**src/rtl/seq_divider_if.sv**
```systemverilog
// Request/response bundle for the shared sequential divider.
// The master issues operands with start; the slave reports busy, done and the results.
interface seq_divider_if #(
    parameter int WIDTH = 16
);
    logic             start;
    logic             is_signed;
    logic [WIDTH-1:0] dividend;
    logic [WIDTH-1:0] divisor;
    logic             busy;
    logic             done;
    logic [WIDTH-1:0] quotient;
    logic [WIDTH-1:0] remainder;
    logic             div_by_zero;

    modport master (
        output start, is_signed, dividend, divisor,
        input  busy, done, quotient, remainder, div_by_zero
    );

    modport slave (
        input  start, is_signed, dividend, divisor,
        output busy, done, quotient, remainder, div_by_zero
    );
endinterface

```
**src/rtl/seq_divider.sv**
```systemverilog
// Multi-cycle radix-2 restoring divider, unsigned or two's-complement per request.
// Signed ops divide magnitudes and fix up signs afterwards, so the latency is the same in every mode.
module seq_divider #(
    parameter int WIDTH     = 16,
    parameter bit SIGNED_EN = 1'b1
) (
    input  logic       clk,
    input  logic       rst,
    seq_divider_if.slave bus
);
    localparam int CNT_W = $clog2(WIDTH + 1);
    localparam logic [CNT_W-1:0] LAST_ITER = CNT_W'(WIDTH - 1);

    typedef enum logic [1:0] {
        IDLE,
        PREP,
        ITER,
        FIX
    } state_t;

    state_t state;
    state_t state_nxt;
    logic   busy_c;

    // Operands captured at acceptance
    logic signed [WIDTH-1:0] dvd_in;
    logic signed [WIDTH-1:0] dvs_in;
    logic                    op_signed;

    // Iteration datapath
    logic [WIDTH-1:0] rem_acc;
    logic [WIDTH-1:0] quo_acc;
    logic [WIDTH-1:0] dvs_mag;
    logic             q_neg;
    logic             r_neg;
    logic [CNT_W-1:0] cnt;

    // Architectural results
    logic             done_r;
    logic [WIDTH-1:0] quo_out;
    logic [WIDTH-1:0] rem_out;
    logic             dbz_r;

    logic [WIDTH:0]   shifted;
    logic [WIDTH-1:0] diff;
    logic             borrow;
    logic             dvs_zero;

    // |MIN| wraps back to MIN, which is exactly the unsigned magnitude 2^(WIDTH-1).
    function automatic logic [WIDTH-1:0] magnitude(input logic signed [WIDTH-1:0] v,
                                                   input logic sgn);
        logic [WIDTH-1:0] u;
        u = $unsigned(v);
        return (sgn && v[WIDTH-1]) ? (~u + WIDTH'(1)) : u;
    endfunction

    function automatic logic [WIDTH-1:0] apply_sign(input logic [WIDTH-1:0] v,
                                                    input logic neg);
        return neg ? (~v + WIDTH'(1)) : v;
    endfunction

    assign dvs_zero = (dvs_in == '0);

    // Trial subtraction: shifted partial remainder (WIDTH+1 bits) against |divisor|.
    // The kept difference is always below |divisor|, so WIDTH bits hold it.
    always_comb begin
        shifted = {rem_acc, quo_acc[WIDTH-1]};
        borrow  = (shifted < {1'b0, dvs_mag});
        diff    = shifted[WIDTH-1:0] - dvs_mag;
    end

    always_ff @(posedge clk) begin
        if (rst) begin
            state <= IDLE;
        end else begin
            state <= state_nxt;
        end
    end

    always_comb begin
        state_nxt = state;
        busy_c    = 1'b0;
        case (state)
            IDLE: begin
                if (bus.start) state_nxt = PREP;
            end
            PREP: begin
                busy_c    = 1'b1;
                state_nxt = dvs_zero ? IDLE : ITER;
            end
            ITER: begin
                busy_c = 1'b1;
                if (cnt == LAST_ITER) state_nxt = FIX;
            end
            FIX: begin
                busy_c    = 1'b1;
                state_nxt = IDLE;
            end
            default: state_nxt = IDLE;
        endcase
    end

    // Control and result registers: cleared by reset, results held between ops.
    always_ff @(posedge clk) begin
        if (rst) begin
            cnt     <= '0;
            done_r  <= 1'b0;
            quo_out <= '0;
            rem_out <= '0;
            dbz_r   <= 1'b0;
        end else begin
            done_r <= 1'b0;
            case (state)
                IDLE: begin
                    cnt <= '0;
                    if (bus.start) dbz_r <= 1'b0;
                end
                PREP: begin
                    if (dvs_zero) begin
                        quo_out <= '1;
                        rem_out <= $unsigned(dvd_in);
                        dbz_r   <= 1'b1;
                        done_r  <= 1'b1;
                    end
                end
                ITER: begin
                    cnt <= cnt + CNT_W'(1);
                end
                FIX: begin
                    quo_out <= apply_sign(quo_acc, q_neg);
                    rem_out <= apply_sign(rem_acc, r_neg);
                    done_r  <= 1'b1;
                end
                default: ;
            endcase
        end
    end

    // Data-only registers: meaningful only while the FSM is busy, so no reset.
    always_ff @(posedge clk) begin
        case (state)
            IDLE: begin
                if (bus.start) begin
                    dvd_in    <= $signed(bus.dividend);
                    dvs_in    <= $signed(bus.divisor);
                    op_signed <= SIGNED_EN && bus.is_signed;
                end
            end
            PREP: begin
                quo_acc <= magnitude(dvd_in, op_signed);
                rem_acc <= '0;
                dvs_mag <= magnitude(dvs_in, op_signed);
                q_neg   <= op_signed & (dvd_in[WIDTH-1] ^ dvs_in[WIDTH-1]);
                r_neg   <= op_signed & dvd_in[WIDTH-1];
            end
            ITER: begin
                rem_acc <= borrow ? shifted[WIDTH-1:0] : diff;
                quo_acc <= {quo_acc[WIDTH-2:0], ~borrow};
            end
            default: ;
        endcase
    end

    assign bus.busy        = busy_c;
    assign bus.done        = done_r;
    assign bus.quotient    = quo_out;
    assign bus.remainder   = rem_out;
    assign bus.div_by_zero = dbz_r;
endmodule

```
**src/flat_wrapper.sv**
```systemverilog
// flat-port wrapper written by rule: the top's interface ports become plain ports
module seq_divider_flat 
#(
    parameter int WIDTH     = 16,
    parameter bit SIGNED_EN = 1'b1
)
  (clk, rst, bus_start, bus_is_signed, bus_dividend, bus_divisor, bus_busy, bus_done, bus_quotient, bus_remainder, bus_div_by_zero);
  seq_divider_if #(.WIDTH(WIDTH)) bus_i ();
  input  logic clk;
  input  logic rst;
  input wire logic [$bits(bus_i.start)-1:0] bus_start;
  input wire logic [$bits(bus_i.is_signed)-1:0] bus_is_signed;
  input wire logic [$bits(bus_i.dividend)-1:0] bus_dividend;
  input wire logic [$bits(bus_i.divisor)-1:0] bus_divisor;
  output wire logic [$bits(bus_i.busy)-1:0] bus_busy;
  output wire logic [$bits(bus_i.done)-1:0] bus_done;
  output wire logic [$bits(bus_i.quotient)-1:0] bus_quotient;
  output wire logic [$bits(bus_i.remainder)-1:0] bus_remainder;
  output wire logic [$bits(bus_i.div_by_zero)-1:0] bus_div_by_zero;
  assign bus_i.start = bus_start;
  assign bus_i.is_signed = bus_is_signed;
  assign bus_i.dividend = bus_dividend;
  assign bus_i.divisor = bus_divisor;
  assign bus_busy = bus_i.busy;
  assign bus_done = bus_i.done;
  assign bus_quotient = bus_i.quotient;
  assign bus_remainder = bus_i.remainder;
  assign bus_div_by_zero = bus_i.div_by_zero;
  seq_divider #(.WIDTH(WIDTH), .SIGNED_EN(SIGNED_EN)) u_core (.clk(clk), .rst(rst), .bus(bus_i));
endmodule
```
**config.mk**
```make
export PLATFORM = sky130hd
export DESIGN_NAME = seq_divider_flat
export DESIGN_NICKNAME = d
export VERILOG_FILES = /design/src/rtl/seq_divider_if.sv /design/src/rtl/seq_divider.sv /design/src/flat_wrapper.sv
export SDC_FILE = /design/constraint.sdc
export NUM_CORES = 1
export LEC_CHECK = 0
export CORE_MARGIN = 2
export CORE_UTILIZATION = 52
export DETAILED_ROUTE_END_ITERATION = 12
export HOLD_SLACK_MARGIN = 0.08
export PLACE_DENSITY = 0.77
export SYNTH_ARGS = -nofsm -noshare
export SYNTH_HDL_FRONTEND = slang
export SYNTH_SLANG_ARGS = --single-unit
```
**constraint.sdc**
```tcl
create_clock -name clk -period 2.5 [get_ports clk]
set_input_delay 0.375 -clock clk [delete_from_list [all_inputs] [get_ports clk]]
set_output_delay 0.375 -clock clk [all_outputs]
set_load 0.1 [all_outputs]
```
; ---- Word level (Yosys, flattened, before mapping)
; Index checks and enable logic that the tools add are counted.
[word_totals]
register_bits = 124
in_bits = 36
output_inout_bits = 35
elab_cells = 71
[classes]
n_addsub = 6
order_cmp = 1
n_eq_ne = 7
n_mux = 22
bitwise_logic = 8
n_reduce_logical = 13
[op_table]
columns = op, n
row1 = $pmux W16 S2, 4
row2 = $mux W16, 7
row3 = $add A16 B1 Y16 const B, 4
row4 = $not A16 Y16, 4
row5 = $lt A17 B16 Y1, 1
row6 = $logic_not A16 Y1, 1
row7 = $sub A16 B16 Y16, 1
row8 = $pmux W5 S2, 1
row9 = $pmux W2 S4, 1
row10 = $reduce_bool A2 Y1, 4
row11 = $mux W2, 3
row12 = $reduce_and A2 Y1, 3
row13 = $add A5 B1 Y5 const B, 1
row14 = $eq A5 B4 Y1 const B, 1
row15 = $eq A2 B2 Y1 const B, 2
row16 = $mux W1, 4
row17 = $ne A2 B1 Y1 const B, 2
row18 = $pmux W1 S2, 2
row19 = $reduce_and A3 Y1, 1
row20 = $reduce_or A3 Y1, 1
row21 = $and A1 B1 Y1, 2
row22 = $eq A2 B1 Y1 const B, 1
row23 = $logic_and A1 B1 Y1, 2
row24 = $logic_not A2 Y1, 1
row25 = other kinds (3), 3

; ---- Logic depth before layout (Yosys ltp)
; Gate-level depths: netlist (run 1).
[logic_depth]
ltp_word = 4
depth_mapped = 10
ltp_nobuf = 10

; ---- Worst setup path before layout (run 1)
; No wires, ideal clock.
[synth_timing]
path_kind = register to register
startpoint = register u_core.rem_acc[5]
endpoint = register u_core.rem_acc[12] (data pin)
setup_ns = 0.266
arrival_time_ns = 2.164
required_time_ns = 2.234
path_slack_ns = 0.070
stages_incl_launch_ff = 10
n_path_buf = 1
synth_period_minus_slack_ns = 2.430
path_cell_list = edfxtp_1 > ha_1 > a21oi_1 > a2bb2oi_1 > a21o_1 > o31ai_2 > a41o_2 > buf_4 > mux2i_1 > nor2_1
[synth_via]
elab_chain_cells = 3
word_cells_on_any_way = 4
classes_between = add/sub (1) / order compare (1) / mux (2)
[synth_lines]
columns = item, line
row1 = "start, declared", seq_divider.sv:31  ; logic [WIDTH-1:0] rem_acc;
row2 = "start signal, assigned", seq_divider.sv:157  ; rem_acc <= borrow ? shifted[WIDTH-1:0] : diff;
row3 = $sub A16 B16 Y16 or $lt A17 B16 Y1 (tied branches), "seq_divider.sv:69, seq_divider.sv:68"
row4 = $mux W16 (*), seq_divider.sv:157
row5 = $pmux W16 S2 (*), seq_divider.sv:141  ; case (state)
; Every way passes the cells marked *; elsewhere a longest branch is shown, timed or not.
; A chain may end at the register's enable or synchronous reset.

; ---- Final worst setup path (run 1)
[layout_timing]
startpoint = register u_core.rem_acc[0]
endpoint = register u_core.rem_acc[10] (data pin)
; The elaborated chain is that of the path after synthesis.

==> results of run 1 <==
worst max-delay path: stages (launching register included):
cell and delay [ns]:
edfxtp_1 0.41, ha_1 0.30, nor2b_2 0.16, o31ai_2 0.28
a21o_1 0.25, o31ai_4 0.08, buf_4 0.15, a41o_4 0.27
or2_2 0.28, a21oi_1 0.12
power groups by stage:
stage | registers, mW | logic (mW) | clock network, mW
after floorplan | 2.76 | 1.18 | 0
after global placement | 2.73 | 1.71 | 0
after detailed placement | 2.75 | 1.78 | 0
after CTS | 2.71 | 1.83 | 2.33
after global routing | 2.75 | 2.17 | 2.44
final | 2.72 | 1.99 | 2.31
timing repair:
item	4_1_cts	5_1_grt
gates resized for setup	5	27
pin swaps	2	11
gates cloned	1	0
endpoints found under the setup margin	11	47
buffers inserted	1	4
cells by family (layout without fill, tap and decap cells):
group | Yosys count | in the layout | share of synthesized area [%]
compound gates | 165 | 166 | 15.8
xor+xnor | 65 | 65 | 8.55
fa+ha+maj | 27 | 27 | 5.19
buf+inv | 63 | 182 | 4.15
flops | 124 | 124 | 49.7
mux | 15 | 15 | 2.35
simple gates | 198 | 198 | 14.2
metal layers:
metal	vias to the layer above	global-route usage (%)
met1	2600	29.2
met4	0	11.1
met5	-	0
met3	36	6.75
met2	203	42.1
li1	2588	-
metrics by stage:
step           TNS (ns)  hold slack [ns]
4_1_cts               0            0.460
2_1_floorplan         0            0.464
3_5_place_dp     -0.218            0.452
3_3_place_gp          0            0.450
6_report              0            0.457
5_1_grt          -0.165            0.478
sequential cells by signal, indices dropped and copies added (netlist names), 5 cells and up, named ones only:
name / flops
u_core.bus.quotient: 16
u_core.dvs_in: 16
u_core.dvd_in: 16
u_core.bus.remainder: 16
u_core.quo_acc: 16
u_core.cnt: 5
u_core.rem_acc: 16
u_core.dvs_mag: 16
final timing paths:
path / start / end / slack [ns] / cells past startpoint
setup / recovery: u_core.rem_acc[0]$_SDFFCE_PN0P_ / u_core.rem_acc[10]$_SDFFCE_PN0P_ / 0.06 / 9
hold / removal: u_core.bus.remainder[2]$_SDFFE_PP0P_ / u_core.bus.remainder[2]$_SDFFE_PP0P_ / 0.46 / 2
hold reg to reg: u_core.bus.remainder[2]$_SDFFE_PP0P_ / u_core.bus.remainder[2]$_SDFFE_PP0P_ / 0.46 / 2
setup reg to reg: u_core.rem_acc[0]$_SDFFCE_PN0P_ / u_core.rem_acc[10]$_SDFFCE_PN0P_ / 0.06 / 9
layout make-up:
cell class                 count  area [µm²]  area share [%]
multi-input combinational    471        3250            38.5
tap                          172         215            2.55
clock inverter                 6        31.3           0.371
timing repair buffer         113         952            11.3
clock buffer                  26         531            6.29
sequential                   124        3310            39.3
inverter                      37         139            1.65
cell usage in the layout (no fill, tap or decap), drive strengths merged, types with 5 or more instances in the layout:
cell type,n
nor4,5
xnor2,31
mux2i,13
edfxtp,83
clkinv,5
o211ai,16
o21a,5
xor2,34
nor2,62
clkbuf,26
clkdlybuf4s50,35
a21oi,43
a21o,7
o22ai,15
ha,26
dfxtp,41
buf,78
o31ai,11
o21ai,39
nand2b,7
nor3,14
a211oi,6
or3,8
nand2,69
inv,38
and3,5
==> impl_metrics.yaml, run 1 <==
clock_tree:
  clkTransAtPathRegs_ns: 0.06
  cts_buffers: 17
  clk_path_buf_depth: 2
  cts_sinks: 124
  htreeDepth: 4
  clockRootBuffer: "clkbuf_16"
  cts_tree: "built"
  cts_hold_buf: 0
  clk_latency_ns: 0.43
synthesis:
  synthTopCellsByCount: "edfxtp_1, nand2_1, nor2_1, a21oi_1, dfxtp_1"
  avgSynthCellArea_um2: 10.1
  synth_edf_count: 83
  synthCells: 657
  yosysMostFrequentCell: "edfxtp_1"
  synth.largest_area_cell: "edfxtp_1"
  ys_seq_area_share_pct: 49.7
  synth_nets: 720
  ys.flop_type: "edfxtp_1"
  ys_types: 63
  yosysTopAreaCellShare_pct: 37.4
  netlist_area_um2: 6660
  synth_async_sr_flop_share_pct: 0
  ys_warn_count: 0
  ys_ff_latch: 124
  synth.area.top_cells: "edfxtp_1, dfxtp_1, ha_1, xor2_1, xnor2_1"
floorplanning:
  boundaryPins: 71
  start_util_pct: 53.0
  die_y_um: 117
  die_w_um: 117
  coreArea_um2: 12600
  die-area_um2: 13700
  num_rows: 41
setup_path:
  cp.arrival_ns: 2.72
  crit_type: "reg2reg"
  worstPathMaxFanout: 5
  start_kind: "flop"
  cp-end-kind: "flop"
  cp.required_ns: 2.78
timing:
  period_share_pct: 97.7
  max_freq_mhz: 410
  rsz0062_at_grt: "yes"
  slew_violations: 0
  hold_viol_final: 0
  fin_crit_ns: 2.44
  slew-limit-headroom_pct: 59.4
  setup_viol: 0
  setup_ws_ns: 0.0587
  max_slew.worst_pin.slew_ns: 0.609
  fin_skew_ns: 0.00866
routing:
  wire_per_inst_um: 17.3
  drt-pass1-iter-count: 5
  via_per_inst: 5.72
  drtAntennaViolNets: 0
  wl_met1_mm: 6.55
  met2RoutedLength_mm: 8.31
  drc: 0
  met3_length_mm: 1.13
  drt_iter0_markers: 447
  wl_mm: 16.4
  routed.top_layer: "met4"
  via_count: 5427
grt:
  grt_pass1_vias: 5320
  antenna_found_initial: 0
  grt_overflow: 0
  grt_max_degree: 42
  grt_pass1_wl_mm: 25.6
  grt_usage_pct: 24.7
finish:
  nFillCells: 923
  diodes: 0
  post_route_cells_drive_above_1_share_pct: 19.2
  final_area_um2: 8430
  area_delta_synth_final_pct: 26.5
  finalNetCount: 827
  utilization_pct: 67.1
  final_cells: 949
pwr:
  power_density_nw_per_um2: 834
  internal-power_mw: 4.82
  peakVddDrop_v: 0.000639
  switching_share_pct: 31.4
  power_frac_seq_pct: 38.7
  switching_power_mw: 2.21
  pwr-share-clk_pct: 32.9
  leakagePower_nw: 3.22
  p_comb_share_pct: 28.4
  fin_total_pwr_mw: 7.03
job:
  maxCapViolations: 0
outcome:
  outcome: "finished, final reports clean"
place:
  dpl.cell_count: 911
  port-buffer-count: 70
  place_ws_ns: -0.0631
  gp_congestion: 0.972
  dpl_cell_area_um2: 7650
  place_hpwl_mm: 11.6
hold_path:
  hold_path_class: "reg2reg"
Power figures use the tool's default switching activity.
==> run 2, diff against run 1 <==
--- a/config.mk
+++ b/config.mk
@@ -10,6 +10,7 @@
 export DETAILED_ROUTE_END_ITERATION = 12
 export HOLD_SLACK_MARGIN = 0.08
 export PLACE_DENSITY = 0.77
+export SETUP_SLACK_MARGIN = 0.3
 export SYNTH_ARGS = -nofsm -noshare
 export SYNTH_HDL_FRONTEND = slang
 export SYNTH_SLANG_ARGS = --single-unit
==> impl_metrics.yaml, run 2 (synthesis gave the netlist of run 1 again) <==
finish:
  area_delta_synth_final_pct: 37.3
  layout_common_cells: "buf_4, edfxtp_1, nand2_1, nor2_1, dfxtp_1"
  finalNetCount: 859
  final_cells: 981
  diodes: 0
  final_common_cell: "buf_4"
  post_route_cells_drive_above_1_share_pct: 27.9
  utilization_pct: 72.8
routing:
  drt-pass1-iter-count: 5
  drc: 0
  drtAntennaViolNets: 0
  wire_per_inst_um: 18.1
  drt_iter0_markers: 525
  wl_mm: 17.8
  via_count: 5731
  via_per_inst: 5.84
timing:
  period_share_pct: 99.2
  hold_viol_final: 0
  slew-limit-headroom_pct: 55.9
  slew_violations: 0
  setup_viol: 0
  fin_skew_ns: 0.00930
  rsz0062_at_grt: "yes"
  max_freq_mhz: 403
  fin_crit_ns: 2.48
  max_slew.worst_pin.slew_ns: 0.662
setup_path:
  cp.required_ns: 2.67
  cp.arrival_ns: 2.65
  reg2reg_slack_ns: 0.02
  cp-end-kind: "flop"
  crit_type: "reg2reg"
  start_kind: "flop"
  worstPathMaxFanout: 6
clock_tree:
  cts_tree: "built"
  htreeDepth: 4
  cts_buffers: 17
  cts_sinks: 124
  clk_path_buf_depth: 2
  clk_latency_ns: 0.43
  clockRootBuffer: "clkbuf_16"
  clkTransAtPathRegs_ns: 0.05
  cts_hold_buf: 0
floorplanning:
  die-area_um2: 13700
  die_y_um: 117
  coreArea_um2: 12600
  die_w_um: 117
  boundaryPins: 71
  num_rows: 41
  start_util_pct: 53.0
pwr:
  peakVddDrop_v: 0.000634
  power_density_nw_per_um2: 800
  leakagePower_nw: 3.50
place:
  place_hpwl_mm: 11.6
  gp_congestion: 0.896
  dpl.cell_count: 918
  port-buffer-count: 70
grt:
  grt_pass1_wl_mm: 26.5
  grt_pass1_vias: 5504
  antenna_found_initial: 0
  grt_overflow: 0
  grt_usage_pct: 25.5
  grt_max_degree: 42
hold_path:
  hold_path_class: "reg2reg"
job:
  maxCapViolations: 0
outcome:
  outcome: "finished, final reports clean"
[run 2: path summary, 6_finish.rpt]
| path | from | depth (start not counted) | endpoint |
|---|---|---|---|
| worst max-delay path | u_core.rem_acc[2]$_SDFFCE_PN0P_ | 10 | u_core.rem_acc[10]$_SDFFCE_PN0P_ |
| worst min-delay path | u_core.bus.remainder[9]$_SDFFE_PP0P_ | 2 | u_core.bus.remainder[9]$_SDFFE_PP0P_ |
| worst max register to register | u_core.rem_acc[2]$_SDFFCE_PN0P_ | 10 | u_core.rem_acc[10]$_SDFFCE_PN0P_ |
| worst min register to register | u_core.bus.remainder[9]$_SDFFE_PP0P_ | 2 | u_core.bus.remainder[9]$_SDFFE_PP0P_ |
[run 2: power breakdown]
part	switching, mW	internal (mW)
logic	1.24	1.04
clock network	0.863	1.43
registers	0.242	2.50
total	2.35	4.96
[run 2: per-stage QoR]
stage | setup WS [ns] | hold WS (ns) | total power, mW | cell area [µm²] | TNS (ns)
after global placement | -0.125 | 0.447 | 4.52 | 7780 | -1.51
after global routing | -0.0429 | 0.477 | 7.63 | 9150 | -0.425
after floorplan | 0.213 | 0.464 | 4.01 | 6760 | 0
final | 0.0206 | 0.453 | 7.31 | 9150 | 0
after detailed placement | -0.261 | 0.444 | 4.60 | 7780 | -3.48
after CTS | 0.0348 | 0.451 | 7.10 | 8660 | 0
[run 2: layer usage]
layer	up-vias	track usage [%]	wire length, µm
met5	-	0	0
met4	0	11.8	652
met1	2822	29.9	7140
met3	50	7.05	1020
met2	189	43.6	8990
li1	2670	-	-
[run 2: timing repair]
action,4_1_cts,5_1_grt
gates cloned,3,3
gates resized for setup,35,74
buffers inserted,15,10
endpoints found under the setup margin,52,54
pin swaps,14,35
[run 2: critical path: stages (launching register included)]
cell	delay, ns
edfxtp_1	0.44
ha_4	0.30
o21a_1	0.14
o31ai_2	0.07
buf_4	0.15
a21o_1	0.19
o31ai_4	0.28
buf_4	0.19
a41o_4	0.29
or2_4	0.14
a21oi_2	0.04
[run 2: area by class of cell]
type / count / area (µm²)
Multi-Input combinational cell: 473 / 3660
Tap cell: 172 / 215
Fill cell: 819 / 3420
Clock buffer: 23 / 478
Timing Repair Buffer: 143 / 1270
Clock inverter: 9 / 70.1
Sequential cell: 124 / 3310
Inverter: 37 / 139
